[src/rtl/reg_pkg.sv]
// Shared register-file types and defaults for the write-enable decoder and
// the in-flight write scoreboard.
package reg_pkg;

  localparam int NUM_REGS_DEFAULT = 32;
  localparam int ADDR_W_DEFAULT   = $clog2(NUM_REGS_DEFAULT);
  localparam int CNT_W_DEFAULT    = 2;

  typedef logic [ADDR_W_DEFAULT-1:0]   reg_addr_t;
  typedef logic [NUM_REGS_DEFAULT-1:0] reg_onehot_t;

endpackage

[src/rtl/reg_onehot_decode.sv]
// Combinational register-address to one-hot decoder with an enable; an
// all-zero vector is produced when the enable is low.
module reg_onehot_decode #(
  parameter int NUM_REGS = 32,
  parameter int ADDR_W   = $clog2(NUM_REGS)
) (
  input  logic                en,
  input  logic [ADDR_W-1:0]   addr,
  output logic [NUM_REGS-1:0] onehot
);

  always_comb begin
    onehot = '0;
    if (en) onehot[addr] = 1'b1;
  end

endmodule

[src/rtl/reg_write_scoreboard.sv]
// Registered one-hot write-enable decode plus per-register in-flight write
// counters. Optional feature macro: ZERO_REG_EN (register ZERO_REG never counted).
module reg_write_scoreboard
  import reg_pkg::*;
#(
  parameter int NUM_REGS = NUM_REGS_DEFAULT,
  parameter int ADDR_W   = $clog2(NUM_REGS),
  parameter int CNT_W    = CNT_W_DEFAULT,
  parameter int ZERO_REG = NUM_REGS - 1
) (
  input  logic                clk,
  input  logic                reset,
  input  logic                issue_valid,
  input  logic                issue_wr,
  input  logic [ADDR_W-1:0]   issue_rd,
  output logic                issue_ready,
  input  logic [ADDR_W-1:0]   rs1,
  input  logic [ADDR_W-1:0]   rs2,
  output logic                rs1_busy,
  output logic                rs2_busy,
  input  logic                wb_valid,
  input  logic                wb_wr,
  input  logic [ADDR_W-1:0]   wb_rd,
  output logic [NUM_REGS-1:0] wb_en,
  output logic                underflow_err
);

`ifdef ZERO_REG_EN
  localparam bit ZERO_EN = 1'b1;
`else
  localparam bit ZERO_EN = 1'b0;
`endif

  localparam logic [ADDR_W-1:0] ZERO_ADDR = ADDR_W'(ZERO_REG);
  localparam logic [CNT_W-1:0]  CNT_MAX   = {CNT_W{1'b1}};

  logic [CNT_W-1:0]    cnt [NUM_REGS];
  logic                issue_is_zero;
  logic                wb_is_zero;
  logic                issue_fire;
  logic                issue_count;
  logic                wb_fire;
  logic                wb_count;
  logic                wb_to_issue_rd;
  logic                underflow_d;
  logic [NUM_REGS-1:0] wb_en_d;

  assign issue_is_zero = ZERO_EN && (issue_rd == ZERO_ADDR);
  assign wb_is_zero    = ZERO_EN && (wb_rd == ZERO_ADDR);

  // Handshake: issue fires when issue_valid && issue_ready in the same cycle;
  // issue_ready never depends on issue_valid, and a full counter only stalls
  // a writing instruction unless a writeback frees its slot this cycle.
  assign wb_fire        = wb_valid && wb_wr;
  assign wb_to_issue_rd = wb_fire && (wb_rd == issue_rd);
  assign issue_ready    = !(issue_wr && (cnt[issue_rd] == CNT_MAX)) || wb_to_issue_rd;
  assign issue_fire     = issue_valid && issue_ready;

  assign issue_count = issue_fire && issue_wr && !issue_is_zero;
  assign wb_count    = wb_fire && !wb_is_zero;

  assign rs1_busy = (cnt[rs1] != '0);
  assign rs2_busy = (cnt[rs2] != '0);

  // A writeback with nothing pending is an upstream protocol error; the
  // count holds at zero and the sticky flag records it.
  assign underflow_d = wb_count && (cnt[wb_rd] == '0);

  for (genvar r = 0; r < NUM_REGS; r++) begin : g_cnt
    logic             inc;
    logic             dec;
    logic [CNT_W-1:0] cnt_q;

    assign inc = issue_count && (issue_rd == ADDR_W'(r));
    assign dec = wb_count && (wb_rd == ADDR_W'(r));

    always_ff @(posedge clk or posedge reset) begin
      if (reset) begin
        cnt_q <= '0;
      end else begin
        case ({inc, dec})
          2'b10:   cnt_q <= cnt_q + 1'b1;
          2'b01:   if (cnt_q != '0) cnt_q <= cnt_q - 1'b1;
          default: cnt_q <= cnt_q;
        endcase
      end
    end

    assign cnt[r] = cnt_q;
  end

  reg_onehot_decode #(
    .NUM_REGS (NUM_REGS),
    .ADDR_W   (ADDR_W)
  ) u_wb_decode (
    .en     (wb_count),
    .addr   (wb_rd),
    .onehot (wb_en_d)
  );

  always_ff @(posedge clk or posedge reset) begin
    if (reset) begin
      wb_en         <= '0;
      underflow_err <= 1'b0;
    end else begin
      wb_en <= wb_en_d;
      if (underflow_d) underflow_err <= 1'b1;
    end
  end

endmodule

[config.mk]
export PLATFORM = sky130hd
export DESIGN_NAME = reg_write_scoreboard
export DESIGN_NICKNAME = d
export VERILOG_FILES = /design/src/rtl/reg_pkg.sv /design/src/rtl/reg_onehot_decode.sv /design/src/rtl/reg_write_scoreboard.sv
export SDC_FILE = /design/constraint.sdc
export NUM_CORES = 1
export LEC_CHECK = 0
export CORE_MARGIN = 8
export CORE_UTILIZATION = 30
export DETAILED_ROUTE_END_ITERATION = 8
export PLACE_DENSITY_LB_ADDON = 0.05
export SLEW_MARGIN = 20
export SYNTH_ARGS = -nofsm -noshare
export SYNTH_HDL_FRONTEND = slang
export SYNTH_SLANG_ARGS = --single-unit
[constraint.sdc]
create_clock -name clk -period 9.85 [get_ports clk]
set_input_delay 1.97 -clock clk [delete_from_list [all_inputs] [get_ports clk]]
set_output_delay 1.97 -clock clk [all_outputs]
set_load 0.01 [all_outputs]
After elaboration in Yosys (flattened, before gate mapping)
Index checks and enable logic that the tools add are counted.
{"block": "classes", "n_addsub": 64, "multipliers": 0, "div": 0, "order_cmp": 6, "n_eq_ne": 160, "n_shift": 0, "n_mux": 79, "bitwise": 4, "reduce_logical": 174}
{"op": "equality test 5 bit (second input constant)", "count": 32}
{"op": "nonzero test 2 bit", "count": 66}
{"op": "case mux 2 bit (2 select lines)", "count": 32}
{"op": "equality test 5 x 4 -> 1 bit (second input constant)", "count": 16}
{"op": "two-way mux 2 bit", "count": 40}
{"op": "logical AND 1 bit", "count": 71}
{"op": "equality test 2 bit (second input constant)", "count": 33}
{"op": "adder 2 x 1 -> 2 bit (second input constant)", "count": 32}
{"op": "equality test 2 x 1 -> 1 bit (second input constant)", "count": 32}
{"op": "!= test 2 bit (second input constant)", "count": 32}
{"op": "AND reduction 2 bit", "count": 32}
{"op": "subtractor 2 x 1 -> 2 bit (second input constant)", "count": 32}
{"op": "binary-select mux 2 bit (select 5 bit)", "count": 4}
{"op": "equality test 5 x 3 -> 1 bit (second input constant)", "count": 8}
{"op": "two-way mux 32 bit", "count": 1}
{"op": ">= comparator 6 bit (second input constant)", "count": 4}
{"op": "NOT 5 -> 6 bit", "count": 4}
{"op": "equality test 5 x 2 -> 1 bit (second input constant)", "count": 4}
{"op": "equality test 5 x 1 -> 1 bit (second input constant)", "count": 2}
{"op": "zero test 5 bit", "count": 2}
{"op": "less-than comparator 5 x 6 -> 1 bit (second input constant)", "count": 1}
{"op": "demux 1 bit (select 5 bit)", "count": 1}
{"op": "equality test 5 bit", "count": 1}
{"op": ">= comparator 5 x 1 -> 1 bit (second input constant)", "count": 1}
{"op": "4 further kinds", "count": 4}
{"block": "totals", "regBits": 97, "latchBits": 0, "ramBits": 0, "rom_bits": 0, "input_bits": 26, "out_inout_bits": 36, "word_cells": 521, "mem_count": 0}

Logic depth before layout (Yosys ltp)
Gate-level depths: netlist of run 1.
{"block": "logic_depth", "depth_word": 14, "mapped_depth": 10, "ltp_nobuf": 7}

Hierarchy
A second synthesis of run 1 with hierarchy kept.
{"block": "unflattened", "hier_cells": 755, "area_unflattened_um2": 6792.8}
{"module": "reg_write_scoreboard", "n_inst": 1, "cells_per_inst": 708, "area_each_um2": 6562.5, "seq_area_each_um2": 2427.3}
{"module": "reg_onehot_decode", "n_inst": 1, "cells_per_inst": 47, "area_each_um2": 230.2, "seq_area_each_um2": 0.0}

Least setup slack after synthesis of run 1
No wires, ideal clock.
{"block": "synth_path", "kind": "input -> output", "from": "in rs1[3]", "to": "out rs1_busy", "t_arrival_ns": 3.639, "t_required_ns": 7.880, "path_slack_ns": 4.241, "path_stages": 4, "cell_sequence": "clkbuf_1 mux4_2 mux4_2 mux2i_1"}
{"block": "synth_via", "elab_chain_len": 5}
{"element": "start, declared", "line_no": "reg_write_scoreboard.sv:17", "rtl": "input logic [ADDR_W-1:0] rs1,"}
{"element": "NOT 5 -> 6 bit (implied by the code)", "line_no": "reg_write_scoreboard.sv:62", "rtl": "assign rs1_busy = (cnt[rs1] != '0);"}
{"element": "binary-select mux 2 bit (select 5 bit)", "line_no": "reg_write_scoreboard.sv:62"}
{"element": "two-way mux 2 bit (implied by the code) (2 in series)", "line_no": "reg_write_scoreboard.sv:62"}
{"element": "nonzero test 2 bit", "line_no": "reg_write_scoreboard.sv:62"}
{"element": "end, declared", "line_no": "reg_write_scoreboard.sv:19", "rtl": "output logic rs1_busy,"}
Every way passes these cells. The select of a mux whose other input is x is not followed.

Final worst setup path of run 1
{"block": "layout_path", "from": "in issue_rd[1]", "to": "out issue_ready"}
{"block": "layout_via", "elab_chain_len": 8}
{"element": "start, declared", "line_no": "reg_write_scoreboard.sv:15", "rtl": "input logic [ADDR_W-1:0] issue_rd,"}
{"element": "NOT 5 -> 6 bit (implied by the code)", "line_no": "reg_write_scoreboard.sv:56", "rtl": "assign issue_ready = !(issue_wr && (cnt[issue_rd] == CNT_MAX)) || wb_to_issue_rd;"}
{"element": "binary-select mux 2 bit (select 5 bit)", "line_no": "reg_write_scoreboard.sv:56"}
{"element": "two-way mux 2 bit (implied by the code) (2 in series)", "line_no": "reg_write_scoreboard.sv:56"}
{"element": "equality test 2 bit", "line_no": "reg_write_scoreboard.sv:56"}
{"element": "logical AND 1 bit", "line_no": "reg_write_scoreboard.sv:56"}
{"element": "zero test 1 bit", "line_no": "reg_write_scoreboard.sv:56"}
{"element": "logical OR 1 bit *", "line_no": "reg_write_scoreboard.sv:56"}
{"element": "end, declared", "line_no": "reg_write_scoreboard.sv:16", "rtl": "output logic issue_ready,"}
Every way passes the cells marked *; elsewhere a longest branch is shown, timed or not. The select of a mux whose other input is x is not followed.

==> metrics.csv, run 1 <==
metric,value,unit
outcome,"finished, final reports clean",
clock.fmax,146,MHz
grt_busiest_layer,met2,
grt_setup_unrepaired,false,
first_pass_grt_wire_length,36300,um
floorplan.initialDensity,30.3,%
biggest_area_consumer_among_synthesized_cells,sky130_fd_sc_hd__dfrtp_1,
first_iter_violations,463,
synth_nets,734,
critical_path.reg2reg.endpoint,g_cnt[30].cnt_q[0],
routedWlPerCell,22.6,um
critPathMaxFanout,22,
critical_path.top_delay_family,buffers and inverters,
kind_of_capture_point_of_the_worst_setup_path,output pin,
number_of_hold_buffers_added_after_cts,0,
cts_num_sinks,97,
number_of_enable_type_register_cells_in_the_synthesized_netlist,0,
critPathMaxStageDelay,1.14,ns
synth-seq-cells,97,
gr-usage-met3,2.72,%
viasPerCell,5.86,
globalRouteTotalUtil,17.7,%
groute.layer.met2.usage,29.3,%
cell_row_count,54,
leading_cell_type_by_number_of_instances_after_synthesis,sky130_fd_sc_hd__nand2_1,
finalWeightedCongestion,0.828,
design.final.nets,768,
setup.worst_path.class,in -> out,
crit_buf_inv,2,
synthTopCellsByArea,"sky130_fd_sc_hd__dfrtp_1 (37%), sky130_fd_sc_hd__mux4_2 (14%), sky130_fd_sc_hd__nand2_1 (6.4%)",
period_share,69.6,%
report.power.total,1.19,mW
cts-root-to-sink-buffers,2,
drc,0,
crit_path_top_delay_cell,sky130_fd_sc_hd__clkdlybuf4s50_1,
ff2ff_path_depth,6,
arrival,4.88,ns
floorplan.die.width,164,um
drt_pass1_iterations,5,
post_cts_resize_count,0,
netlist.area_leader.share,37.1,%
tightest_slew,1.06,ns
critical_path.reg2reg.startpoint,g_cnt[27].cnt_q[0],
min_delay_path_depth,1,
grt_pass1_vias,6150,
crit_required,7.88,ns
area_growth_syn_to_layout,17.4,%
depth_of_the_critical_timing_path_with_buffers_and_inverters_included,8,
yosys-top-cells-count,"sky130_fd_sc_hd__nand2_1 (112), sky130_fd_sc_hd__dfrtp_1 (97), sky130_fd_sc_hd__nor2_1 (90)",
worst_hold_path_type,reg -> reg,
antenna-diode-count,0,
syn_avg_cell_area,9.24,um^2
whs_endpoint,underflow_err,
post-cts-setup-buffers,0,
max_cap_viol_count,0,
max-vdd-ir-drop,0.0000733,V
worstHoldStart,underflow_err,
antenna_found_initial,0,
die_height,164,um
timing.critical_path.from,issue_rd[1],
fin_worst_hold_slack,0.557,ns
clk_latency,0.35,ns
worst_path_most_repeated_cell,sky130_fd_sc_hd__nand2_1,
vias,6017,
cts_tree,yes,
period_minus_slack,6.85,ns
pin_count,62,
power_density,155,nW/um^2
route.final.wire_length,23200,um
seq_area_frac_synth,37.1,%
cts.root.buffer_cell,sky130_fd_sc_hd__clkbuf_16,
cts-htree-levels,3,
place.detailed.hpwl,17100,um
largest_net_degree_at_the_start_of_global_routing,57,
overflow,0,
setup_total_negative_slack,0,ns
synthDistinctLibCells,44,
yosys_warnings,0,
worst_clock_skew,0.00925,ns
instance_count_of_the_mapped_netlist,708,
core-area,21600,um^2
mappedNetlistArea,6540,um^2
slew-limit-headroom,29.6,%
layout-drive-gt1-share,10.7,%
setup_violations,0,
critPathLaunchType,primary input,
port-buffer-count,61,
report.final.hold_viol_count,0,
synth_async_sr_flop_share,100,%
cts-buffers-inserted,9,
grtUsageMet1,22.3,%
drt.antenna.violating_nets,0,
rrSetupSlack,7.33,ns
dieArea,26800,um^2
ys.flop_type,sky130_fd_sc_hd__dfrtp_1,
drv_slew,0,
p_leak,3.25,nW
clk_transition_reported_paths,0.07,ns
timing.critical_path.cells,"clkdlybuf4s50_1, mux4_2, a22oi_1, nand2_1, nand3_1, nand2_1, nand2_1, clkdlybuf4s50_1",
## sequential cells by signal (all words and copies together) (netlist names)
register	cells
wb_en	32
g_cnt.cnt_q	64
underflow_err	1
## logic make-up (layout without fill, tap and decap cells)
family,count (synthesis),in the layout,synth area share (%)
AND/OR/NAND/NOR,358,358,26.9
AO/OA/AOI/OAI,145,145,16.9
flip-flops,97,97,37.1
buffers and inverters,61,100,3.94
multiplexers,45,45,14.9
XOR/XNOR,2,2,0.268
## worst max path at each step
stage	endpoint	slack [ns]
after floorplan	rs1_busy	4.24
after global placement	issue_ready	3.03
after detailed placement	issue_ready	2.99
after CTS	issue_ready	2.97
after global routing	issue_ready	2.83
final	issue_ready	3.00
## cell type report
type	count	area, um^2
clock buffers	14	274
clock inverters	2	35.0
fillers	2208	13900
inverters	18	70.1
multi-input cells	550	3880
flip-flops and latches	97	2430
well taps	280	350
repair buffers	66	648
## layer usage
metal  share of wire [%]  routed length, um
met1                  43               9990
met2                  49              11400
met3                 4.5               1060
met4                 3.5                801
met5                   0                  0
## per-stage QoR
step                utilization (%)  setup WS (ns)  cell area [um^2]  std cells
floorplan                         -           4.24              6540        708
global placement               34.0           3.03              7360       1011
detailed placement             34.1           2.99              7370       1011
CTS                            35.5           2.97              7680       1027
global route                   35.5           2.83              7680       1027
finish                         35.5           3.00              7680       1027
## power breakdown
part | switching, mW | internal, mW | total, mW
sequential | 0.0730 | 0.437 | 0.510
combinational | 0.159 | 0.148 | 0.307
clock | 0.159 | 0.218 | 0.377
total | 0.391 | 0.803 | 1.19
## worst reg2reg max path, cell delays in order, from the launching register on
cell                      delay (ns)
sky130_fd_sc_hd__dfrtp_1        0.47
sky130_fd_sc_hd__mux4_2         0.49
sky130_fd_sc_hd__a22oi_1        0.20
sky130_fd_sc_hd__nand2_1        0.14
sky130_fd_sc_hd__and3_1         0.47
sky130_fd_sc_hd__or4_1          0.60
sky130_fd_sc_hd__nand3_1        0.09
## placed cells by master (no fill, tap or decap), drive strengths merged, types with 2 or more instances in the layout
cell type / instances
inv: 18
clkdlybuf4s50: 61
or2: 10
dfrtp: 97
nor3b: 9
o21ai: 14
nand3: 24
nand2b: 7
nand4: 11
or3: 4
mux4: 42
clkbuf: 14
a22oi: 8
nor2: 90
o2bb2ai: 7
o2111ai: 38
o31ai: 22
and3: 11
buf: 5
a211o: 10
and2: 22
mux2i: 3
xnor2: 2
nor4b: 4
nand2: 113
nor3: 10
and3b: 17
o211ai: 8
nor2b: 24
o22ai: 30
No activity file was read; power rests on OpenSTA's default activity.
==> inputs of run 2 (changes only) <==
clock period = 6.88 ns   (was 9.85 ns; I/O delays follow)
==> run 2 against run 1 <==
Combinational power increased by 44%. Via count about the same. Final cell count barely moved. Worst hold slack lost 0.024 ns. Clock power grew 52%. Utilization increased by 0.12 points. Sequential share of layout area fell by 0.11 points. Design area increased by 0.34%. Highest routed layer unchanged.
==> metrics.csv, run 2 (synthesis gave the netlist of run 1 again) <==
metric,value,unit,change
outcome,"finished, final reports clean",,
post-cts-setup-buffers,0,,unchanged
worst_path_most_repeated_cell,sky130_fd_sc_hd__nand2_1,,
overflow,0,,unchanged
floorplan.die.width,164,um,unchanged
critical_path.top_delay_family,buffers and inverters,,
pin_count,62,,unchanged
slew-limit-headroom,29.7,%,+0.11 points
layout-drive-gt1-share,10.9,%,+0.15 points
cts_tree,yes,,
critical_path.reg2reg.startpoint,g_cnt[11].cnt_q[0],,
fin_area,7710,um^2,+0.34%
period_share,82.8,%,
cell_row_count,54,,unchanged
cts-htree-levels,3,,unchanged
crit_required,5.50,ns,-2.38 ns
clk_transition_reported_paths,0.06,ns,about the same
post_cts_resize_count,0,,unchanged
groute.layer.met2.usage,29.7,%,+0.43 points
vias,6020,,+0.050%
grtUsageMet1,21.9,%,-0.45 points
period_minus_slack,5.70,ns,
largest_register,g_cnt.cnt_q,,
drt_pass1_iterations,4,,-1
tightest_slew,1.05,ns,-0.00456 ns
largest_net_degree_at_the_start_of_global_routing,61,,+7.0%
crit_buf_inv,3,,+1
critPathMaxFanout,16,,-27%
floorplan.initialDensity,30.3,%,unchanged
max_cap_viol_count,0,,unchanged
first_iter_violations,441,,-4.8%
cts-buffers-inserted,9,,unchanged
critPathMaxStageDelay,1.14,ns,about the same
setup.worst_path.class,in -> out,,
worst_hold_path_type,reg -> reg,,
flip_flop_count_of_the_largest_register_after_layout,64,,unchanged
dpl-instance-area,7380,um^2,+0.20%
dieArea,26800,um^2,unchanged
grt_pass1_vias,6146,,-0.065%
crit_path_top_delay_cell,sky130_fd_sc_hd__clkdlybuf4s50_1,,
worst_clock_skew,0.00907,ns,-0.000177 ns
cts-root-to-sink-buffers,2,,unchanged
antenna-diode-count,0,,unchanged
finalWeightedCongestion,0.837,,+1.1%
design.final.nets,770,,+0.26%
final_cell_mix,"sky130_fd_sc_hd__nand2_1 (112), sky130_fd_sc_hd__dfrtp_1 (97), sky130_fd_sc_hd__nor2_1 (90)",,
antenna_found_initial,0,,unchanged
area_growth_syn_to_layout,17.8,%,
gr-usage-met3,3.15,%,+0.43 points
port-buffer-count,61,,unchanged
timing.critical_path.from,issue_rd[0],,
place.detailed.hpwl,17300,um,+0.72%
reg_top3,"g_cnt.cnt_q x64, wb_en x32, underflow_err x1",,
clk_latency,0.36,ns,about the same
report.final.hold_viol_count,0,,unchanged
number_of_hold_buffers_added_after_cts,0,,unchanged
core-area,21600,um^2,unchanged
drc,0,,unchanged
viasPerCell,5.87,,+0.15%
routedWlPerCell,22.4,um,-0.69%
setup_total_negative_slack,0,ns,unchanged
grt_setup_unrepaired,false,,
cts.root.buffer_cell,sky130_fd_sc_hd__clkbuf_16,,
setup_violations,0,,unchanged
grt_busiest_layer,met2,,
globalRouteTotalUtil,17.6,%,-0.065 points
first_pass_grt_wire_length,36200,um,-0.27%
cts_num_sinks,97,,unchanged
arrival,4.32,ns,-0.56 ns
worstHoldStart,underflow_err,,
clock.fmax,176,MHz,
die_height,164,um,unchanged
kind_of_capture_point_of_the_worst_setup_path,output pin,,
max-vdd-ir-drop,0.000122,V,+66%
drv_slew,0,,unchanged
drt.antenna.violating_nets,0,,unchanged
most_frequent_standard_cell_in_the_layout_excluding_fill_and_tap_cells,sky130_fd_sc_hd__nand2_1,,
p_leak,3.27,nW,+0.45%
timing.critical_path.cells,"clkdlybuf4s50_1, buf_4, mux4_2, a22oi_1, nand2_1, nand3_1, nand2_1, nand2_1, clkdlybuf4s50_1",,
power_density,226,nW/um^2,+46%
route.final.wire_length,23000,um,-0.78%
critPathLaunchType,primary input,,
-- run 2: changes by cell type in the layout (fill, tap and decap cells not counted), sizes merged --
cell    delta
clkbuf     -5
bufinv     +2
buf        +2
-- run 2: final timing paths --
| check | endpoint | slack [ns] | cells after the start |
|---|---|---|---|
| worst max register to register | g_cnt[15].cnt_q[0] | 4.22 | 7 |
| worst max-delay path | issue_ready | 1.18 | 9 |
| max in group asynchronous | g_cnt[16].cnt_q[0] | 4.25 | 3 |
| worst min-delay path | underflow_err | 0.53 | 1 |
| worst min register to register | underflow_err | 0.53 | 1 |
| min in group asynchronous | wb_en[15] | 1.40 | 2 |
-- run 2: final cells by class --
cell class / count / area (um^2)
Tap cell: 280 / 350
Multi-Input combinational cell: 550 / 3880
Inverter: 18 / 70.1
Clock inverter: 4 / 95.1
Sequential cell: 97 / 2430
Clock buffer: 9 / 225
Fill cell: 2191 / 13900
Timing Repair Buffer: 68 / 663
-- run 2: worst reg2reg max path: stages, from the launching register on --
cell and delay (ns):
sky130_fd_sc_hd__dfrtp_1 0.46, sky130_fd_sc_hd__mux4_2 0.50, sky130_fd_sc_hd__a22oi_1 0.21, sky130_fd_sc_hd__nand2_1 0.12
sky130_fd_sc_hd__nand3_1 0.73, sky130_fd_sc_hd__buf_4 0.31, sky130_fd_sc_hd__o2bb2ai_1 0.12, sky130_fd_sc_hd__nand3_1 0.08
-- run 2: power by group --
part	leakage, nW	total [mW]	internal (mW)	switching [mW]
registers	1.30	0.730	0.626	0.104
logic	1.81	0.442	0.213	0.229
clock network	0.157	0.572	0.349	0.223
total	3.27	1.74	1.19	0.557
-- run 2: metal layers --
layer / up-vias / share of wire (%)
li1: 2722 / -
met1: 3090 / 43
met2: 166 / 49
met3: 42 / 4.4
met4: 0 / 3.1
met5: - / 0
-- run 2: through the flow --
step	power, mW	hold WS [ns]	setup WS (ns)	instances	utilization [%]
2_1_floorplan	1.02	0.510	2.46	708	-
3_3_place_gp	1.16	0.535	1.23	1012	34.1
3_5_place_dp	1.18	0.515	1.16	1013	34.1
4_1_cts	1.76	0.533	1.16	1026	35.6
5_1_grt	1.83	0.566	0.964	1026	35.6
6_report	1.74	0.533	1.18	1026	35.6
